==> config.mk <==
export PLATFORM = sky130hd
export DESIGN_NAME = y86_exec_cc
export DESIGN_NICKNAME = d
export VERILOG_FILES = /design/src/rtl/y86_exec_cc.sv
export SDC_FILE = /design/constraint.sdc
export NUM_CORES = 1
export LEC_CHECK = 0
export BUFFER_PORTS_ARGS = -buffer_cell sky130_fd_sc_hd__buf_4
export CELL_PAD_IN_SITES_DETAIL_PLACEMENT = 2
export CELL_PAD_IN_SITES_GLOBAL_PLACEMENT = 2
export CORE_MARGIN = 4
export CORE_UTILIZATION = 33
export CTS_BUF_LIST = sky130_fd_sc_hd__clkbuf_2 sky130_fd_sc_hd__clkbuf_4 sky130_fd_sc_hd__clkbuf_8
export CTS_CLUSTER_DIAMETER = 200
export DETAILED_ROUTE_END_ITERATION = 6
export PLACE_DENSITY = 0.92
export SLEW_MARGIN = 30
export SYNTH_ARGS = -nofsm -noshare
export SYNTH_HDL_FRONTEND = slang
export SYNTH_SLANG_ARGS = --single-unit
==> constraint.sdc <==
create_clock -name clk -period 1.9 [get_ports clk]
set_input_delay 0.285 -clock clk [delete_from_list [all_inputs] [get_ports clk]]
set_output_delay 0.285 -clock clk [all_outputs]
set_load 0.05 [all_outputs]
==> src/rtl/y86_exec_cc.sv <==
// y86_exec_cc: registered execute stage of the Y86-64 core.
//
// This stage takes the decoded operands and computes the 64-bit ALU result
// (add, sub, and, xor). It keeps the condition-code register {ZF, SF, OF}
// and evaluates the cmovXX/jXX conditions. The result sits in a one-deep
// output register that the memory stage drains over a valid/ready handshake.
//
// Ports:
//   clk, rst_n       clock (rising edge), asynchronous active-low reset
//   in_valid         decode presents an instruction
//   in_ready         stage can accept (!out_valid || out_ready)
//   icode, ifun      Y86 instruction and function codes
//   alu_a, alu_b     signed operands A and B
//   out_valid        registered result available
//   out_ready        memory stage accepts the result
//   val_e            registered ALU result
//   cnd              registered condition outcome
//   cc               current condition codes {ZF, SF, OF}
//   err              registered invalid-function flag for the held result
module y86_exec_cc #(
    parameter int unsigned W = 64
) (
    input  logic         clk,
    input  logic         rst_n,
    input  logic         in_valid,
    output logic         in_ready,
    input  logic [3:0]   icode,
    input  logic [3:0]   ifun,
    input  logic [W-1:0] alu_a,
    input  logic [W-1:0] alu_b,
    output logic         out_valid,
    input  logic         out_ready,
    output logic [W-1:0] val_e,
    output logic         cnd,
    output logic [2:0]   cc,
    output logic         err
);

    localparam logic [3:0] ICmov = 4'h2;
    localparam logic [3:0] IOpq  = 4'h6;
    localparam logic [3:0] IJxx  = 4'h7;

    // Reset value of CC: ZF set, SF and OF clear.
    localparam logic [2:0] CcReset = 3'b100;

    logic         acc;

    logic [W-1:0] add_r;
    logic [W-1:0] sub_r;
    logic         add_of;
    logic         sub_of;

    logic         zf;
    logic         sf;
    logic         of;

    logic [W-1:0] res_d;
    logic         of_d;
    logic         cnd_d;
    logic         err_d;
    logic         cc_we;

    logic [W-1:0] val_e_q;
    logic         cnd_q;
    logic         err_q;
    logic         valid_q;
    logic [2:0]   cc_q;

    assign in_ready = !valid_q || out_ready;
    assign acc      = in_valid && in_ready;

    // Both candidate sums are always formed. The opcode only picks one.
    assign add_r  = alu_b + alu_a;
    assign sub_r  = alu_b - alu_a;
    assign add_of = (alu_a[W-1] == alu_b[W-1]) && (add_r[W-1] != alu_b[W-1]);
    assign sub_of = (alu_a[W-1] != alu_b[W-1]) && (sub_r[W-1] != alu_b[W-1]);

    // Conditions use the CC as it stands before this cycle's update.
    assign zf = cc_q[2];
    assign sf = cc_q[1];
    assign of = cc_q[0];

    always_comb begin
        res_d = add_r;
        of_d  = 1'b0;
        cnd_d = 1'b0;
        err_d = 1'b0;
        cc_we = 1'b0;

        if (icode == IOpq) begin
            cc_we = 1'b1;
            case (ifun)
                4'h0: begin
                    res_d = add_r;
                    of_d  = add_of;
                end
                4'h1: begin
                    res_d = sub_r;
                    of_d  = sub_of;
                end
                4'h2: res_d = alu_a & alu_b;
                4'h3: res_d = alu_a ^ alu_b;
                default: begin
                    // Unknown OPq: deliver a zero result flagged as an error.
                    // CC is left untouched.
                    res_d = '0;
                    err_d = 1'b1;
                    cc_we = 1'b0;
                end
            endcase
        end

        if ((icode == ICmov) || (icode == IJxx)) begin
            case (ifun)
                4'h0:    cnd_d = 1'b1;
                4'h1:    cnd_d = (sf ^ of) | zf;
                4'h2:    cnd_d = sf ^ of;
                4'h3:    cnd_d = zf;
                4'h4:    cnd_d = !zf;
                4'h5:    cnd_d = !(sf ^ of);
                4'h6:    cnd_d = !(sf ^ of) && !zf;
                default: begin
                    cnd_d = 1'b0;
                    err_d = 1'b1;
                end
            endcase
        end
    end

    always_ff @(posedge clk or negedge rst_n) begin
        if (!rst_n) begin
            cc_q <= CcReset;
        end else if (acc && cc_we) begin
            cc_q <= {(res_d == '0), res_d[W-1], of_d};
        end
    end

    always_ff @(posedge clk or negedge rst_n) begin
        if (!rst_n) begin
            valid_q <= 1'b0;
            val_e_q <= '0;
            cnd_q   <= 1'b0;
            err_q   <= 1'b0;
        end else if (acc) begin
            valid_q <= 1'b1;
            val_e_q <= res_d;
            cnd_q   <= cnd_d;
            err_q   <= err_d;
        end else if (out_ready) begin
            valid_q <= 1'b0;
        end
    end

    assign out_valid = valid_q;
    assign val_e     = val_e_q;
    assign cnd       = cnd_q;
    assign err       = err_q;
    assign cc        = cc_q;

endmodule
==> flow_metrics.tcl, run 1 <==
set metrics [dict create \
    status "did not finish" \
    lastStage "detailed placement (3_5_place_dp)" \
    stop_error "[ERROR DPL-0033] detailed placement checks failed during check placement." \
    yosysSeqAreaShare 0.130 \
    rows 73 \
    place_congestion 1.10 \
    synth_ff_type "dfrtp_1" \
    yosysWarnings 0 \
    dp_hpwl_microns 100000 \
    num_io_pins 211 \
    start_util 0.337 \
    synth-edff-count 0 \
    synth_top_family_by_area "compound AO/OA/AOI/OAI gates" \
    syn_inst 1950 \
    syn_area_per_cell_sq_um 6.94 \
    syn-num-nets 2220 \
    chipWidth_microns 210 \
    portBuffers 210 \
    yosysUniqueCellTypes 96 \
    synth_seq_cells 70 \
    synth.top_cell.area_share 0.128 \
    synth-xor-area-share 0.0253 \
    synth_top_area_cell "dfrtp_1" \
    async_flop_share 1.00 \
    syn_area_sq_um 13500 \
    synthTopCellsByArea "dfrtp_1 (13%), ha_1 (12%), a21oi_1 (7.2%)" \
    synth-compound-area-share 0.364 \
    synth_mux_area_frac 0.0365 \
    synthAdderAreaFrac 0.122 \
    die_h_microns 210 \
    synth-simple-area-share 0.245 \
]
[through the flow]
step | setup TNS, ns | cell area [sq um] | hold slack (ns) | worst slack (ns) | std cells
after floorplan | -34.93 | 15400 | -0.0106 | -1.47 | 1950
after global placement | -83.19 | 23200 | 0.337 | -2.37 | 3382
[Yosys cell counts, types with 23 or more instances]
master and count:
nand2_1 200, a21oi_1 194, nor2_1 151, inv_1 143
o21ai_0 143, ha_1 128, clkbuf_1 81, dfrtp_1 69
nand4_1 53, nor4_1 50, nand3_1 45, nor3_1 43
o31ai_1 41, xnor2_1 37, a211oi_1 28, mux2_2 27
a21o_1 25, a31oi_1 25, buf_2 25, o211ai_1 25
nor2b_1 24, o21bai_1 23
[cell families after synthesis]
| family | count (synthesis) |
|---|---|
| xor gates and xnor gates | 39 |
| and+or+nand+nor | 672 |
| adders and majority gates | 131 |
| muxes | 46 |
| AOI/OAI and AO/OA | 730 |
| DFF | 70 |
| buffers and inverters | 262 |
==> run 2: changes to the inputs <==
==> config.mk (replaced) <==
export PLATFORM = sky130hd
export DESIGN_NAME = y86_exec_cc
export DESIGN_NICKNAME = d
export VERILOG_FILES = /design/src/rtl/y86_exec_cc.sv
export SDC_FILE = /design/constraint.sdc
export NUM_CORES = 1
export LEC_CHECK = 0
export BUFFER_PORTS_ARGS = -buffer_cell sky130_fd_sc_hd__buf_4
export CORE_MARGIN = 4
export CORE_UTILIZATION = 39
export DETAILED_ROUTE_END_ITERATION = 6
export PLACE_DENSITY_LB_ADDON = 0.15
export SLEW_MARGIN = 30
export SYNTH_ARGS = -nofsm -noshare
export SYNTH_HDL_FRONTEND = slang
export SYNTH_SLANG_ARGS = --single-unit
==> run 2 against run 1 <==
Effect of this change: the flow now finishes, with violations (setup timing); synthesized area unchanged; synthesized cell count unchanged.
==> flow_metrics.tcl, run 2 <==
set metrics [dict create \
    status "finished with violations" \
    violations "setup timing" \
    start_util 0.399 \
    final_cell_mix "buf_4 (991), nand2_1 (177), buf_6 (141)" \
    antenna_found_initial 0 \
    switching_share 0.482 \
    drc 0 \
    syn_area_sq_um 13500 \
    path_class "in -> reg" \
    n_fill_cell 2201 \
    hp-start "in_valid" \
    synth_ff_type "dfrtp_1" \
    worst_pin_slew_ns 0.727 \
    dp_hpwl_microns 63700 \
    rsz0062_at_grt "yes" \
    drive_gt1_frac 0.580 \
    drt_iter0_markers 2872 \
    grt_pass1_wl_microns 125000 \
    slew_headroom 0.511 \
    utilization 0.808 \
    synth_common_cells "nand2_1 (200), a21oi_1 (194), nor2_1 (151), inv_1 (143), o21ai_0 (143)" \
    p_sw_w 0.00747 \
    wl_per_cell_microns 25.2 \
    diodes 0 \
    yosys.cell_count.top_type "nand2_1" \
    synth-edff-count 0 \
    worstPathArrival_ns 4.05 \
    crit_start "alu_b[0]" \
    startpoint_type "primary input" \
    finalWorstSetupSlack_ns -1.87 \
    finalHoldViolCount 0 \
    cts_made_buffers 9 \
    crit_required_ns 2.19 \
    worst-r2r-setup-slack_ns 0.10 \
    setup_violations 63 \
    comb_power_share 0.741 \
    rr_endpoint "cnd$_DFFE_PN0P_" \
    clockPowerShare 0.125 \
    htreeDepth 3 \
    synth_top_area_cell "dfrtp_1" \
    powerDensity_nw_per_um2 566 \
    cts-root-buf "clkbuf_16" \
    dr.pass1.iters 6 \
    grt.overflow.total 0 \
    clock_latency_ns 0.39 \
    r2r_start "cc[0]$_DFFE_PN0P_" \
    path_max_fanout 3 \
    cts_tree "yes" \
    holdWs_ns 0.166 \
    yosysSeqAreaShare 0.130 \
    worstSetupEndpointType "register" \
    post-place-ws_ns -2.40 \
    period_needed_ns 3.77 \
    seqPwrFrac 0.133 \
    die_h_microns 194 \
    clk_pin_slew_ns 0.07 \
    vias 21900 \
    first_global_vias 21700 \
    fmax_mhz 266 \
    hold_end "out_valid$_DFFE_PN0P_" \
    p_int_w 0.00802 \
    portBuffers 210 \
    cts_max_path_buffers 2 \
    vias_per_cell 6.33 \
    mostFrequentLayoutCell "buf_4" \
    syn_area_per_cell_sq_um 6.94 \
    grt_max_degree 47 \
    drv_slew 0 \
    min_path_cells 2 \
    place_congestion 1.08 \
    die_area_sq_um 37700 \
    hp-class "in -> reg" \
    chipWidth_microns 194 \
    largest_register_ffs 64 \
    synthTopCellsByArea "dfrtp_1 (13%), ha_1 (12%), a21oi_1 (7.2%)" \
    async_flop_share 1.00 \
    fin_crit_sh 1.98 \
    multiInputGateArea_sq_um 14600 \
    synth_seq_cells 70 \
    reg2regPathDepth 5 \
    syn2layout_area_growth_pct 102 \
    syn_inst 1950 \
    rows 67 \
    synth.top_cell.area_share 0.128 \
    core_sq_um 33900 \
    grt_use_total 0.414 \
    syn-num-nets 2220 \
    cap_violations 0 \
    clock-sinks 70 \
    nets 3271 \
    yosysUniqueCellTypes 96 \
    yosysWarnings 0 \
    finalPower_w 0.0155 \
    routed_wl_microns 86900 \
    regArea_sq_um 1750 \
    leakage_nw 12.1 \
    final_antenna_net_count 0 \
    ir_drop_mv 0.914 \
    num_io_pins 211 \
    skew_ns 0.0221 \
]
==> run 2: worst max path at each step <==
| stage | endpoint | depth (start not counted) |
|---|---|---|
| floorplan | cc[2]$_DFFE_PN1P_ | 15 |
| global placement | cc[2]$_DFFE_PN1P_ | 18 |
| detailed placement | cc[2]$_DFFE_PN1P_ | 18 |
| CTS | cc[2]$_DFFE_PN1P_ | 18 |
| global route | cc[2]$_DFFE_PN1P_ | 19 |
| finish | cc[2]$_DFFE_PN1P_ | 19 |
==> run 2: repair_timing <==
action	4_1_cts	5_1_grt
hold buffers	1	0
resized for setup	429	253
endpoints found under the setup margin	61	63
endpoints found under the hold margin	25	0
pin swaps	206	193
buffers inserted	134	84
gates cloned	0	0
==> run 2: cells by family after synthesis <==
logic type | after synthesis | share of synthesized area
AO/OA/AOI/OAI | 730 | 0.364
multiplexers | 46 | 0.0365
buffers and inverters | 262 | 0.0770
AND/OR/NAND/NOR | 672 | 0.245
XOR/XNOR | 39 | 0.0253
adder cells (fa/ha/maj) | 131 | 0.122
flip-flops | 70 | 0.130
==> run 2: per-layer routing <==
metal	wire length, microns	GRT usage	vias to the layer above
met5	0	0	-
met3	9130	0.0971	518
met1	31800	0.498	10300
li1	-	-	9434
met2	38400	0.663	1606
met4	7570	0.264	0
==> run 2: cell type report <==
class                   count  share of cell area
well taps                 448              0.0205
clock inverters             6             0.00256
multi-input cells        1618               0.534
clock buffers              10             0.00837
inverters                 143              0.0234
repair buffers           1159               0.347
flip-flops and latches     70              0.0641
==> run 2: critical path, cell delays in order <==
cell      delay, ns
buf_12         0.09
buf_6          0.09
ha_4           0.13
inv_2          0.05
fa_2           0.39
o21bai_4       0.22
nand3_4        0.12
a21boi_4       0.29
o21ai_2        0.15
a31oi_2        0.27
mux2i_1        0.30
o211ai_1       0.27
nor4_2         0.22
nand4_1        0.14
nor4_2         0.34
buf_4          0.18
and4_4         0.22
nand3_2        0.08
o31ai_1        0.20
==> run 2: through the flow <==
| step | cells | TNS, ns | instance area, sq um |
|---|---|---|---|
| floorplan | 1950 | -34.93 | 15400 |
| global placement | 3295 | -81.19 | 22900 |
| detailed placement | 3295 | -82.65 | 22900 |
| CTS | 3404 | -51.10 | 25800 |
| global route | 3454 | -60.48 | 27300 |
| finish | 3454 | -58.26 | 27300 |
==> run 2: power groups by stage <==
stage | combinational, W | clock [W] | sequential (W)
6_report | 0.0115 | 0.00194 | 0.00206
5_1_grt | 0.0119 | 0.00200 | 0.00209
4_1_cts | 0.0103 | 0.00193 | 0.00204
3_5_place_dp | 0.00916 | 0 | 0.00206
3_3_place_gp | 0.00903 | 0 | 0.00203
2_1_floorplan | 0.00373 | 0 | 0.00319
(Power assumes the default switching activity.)
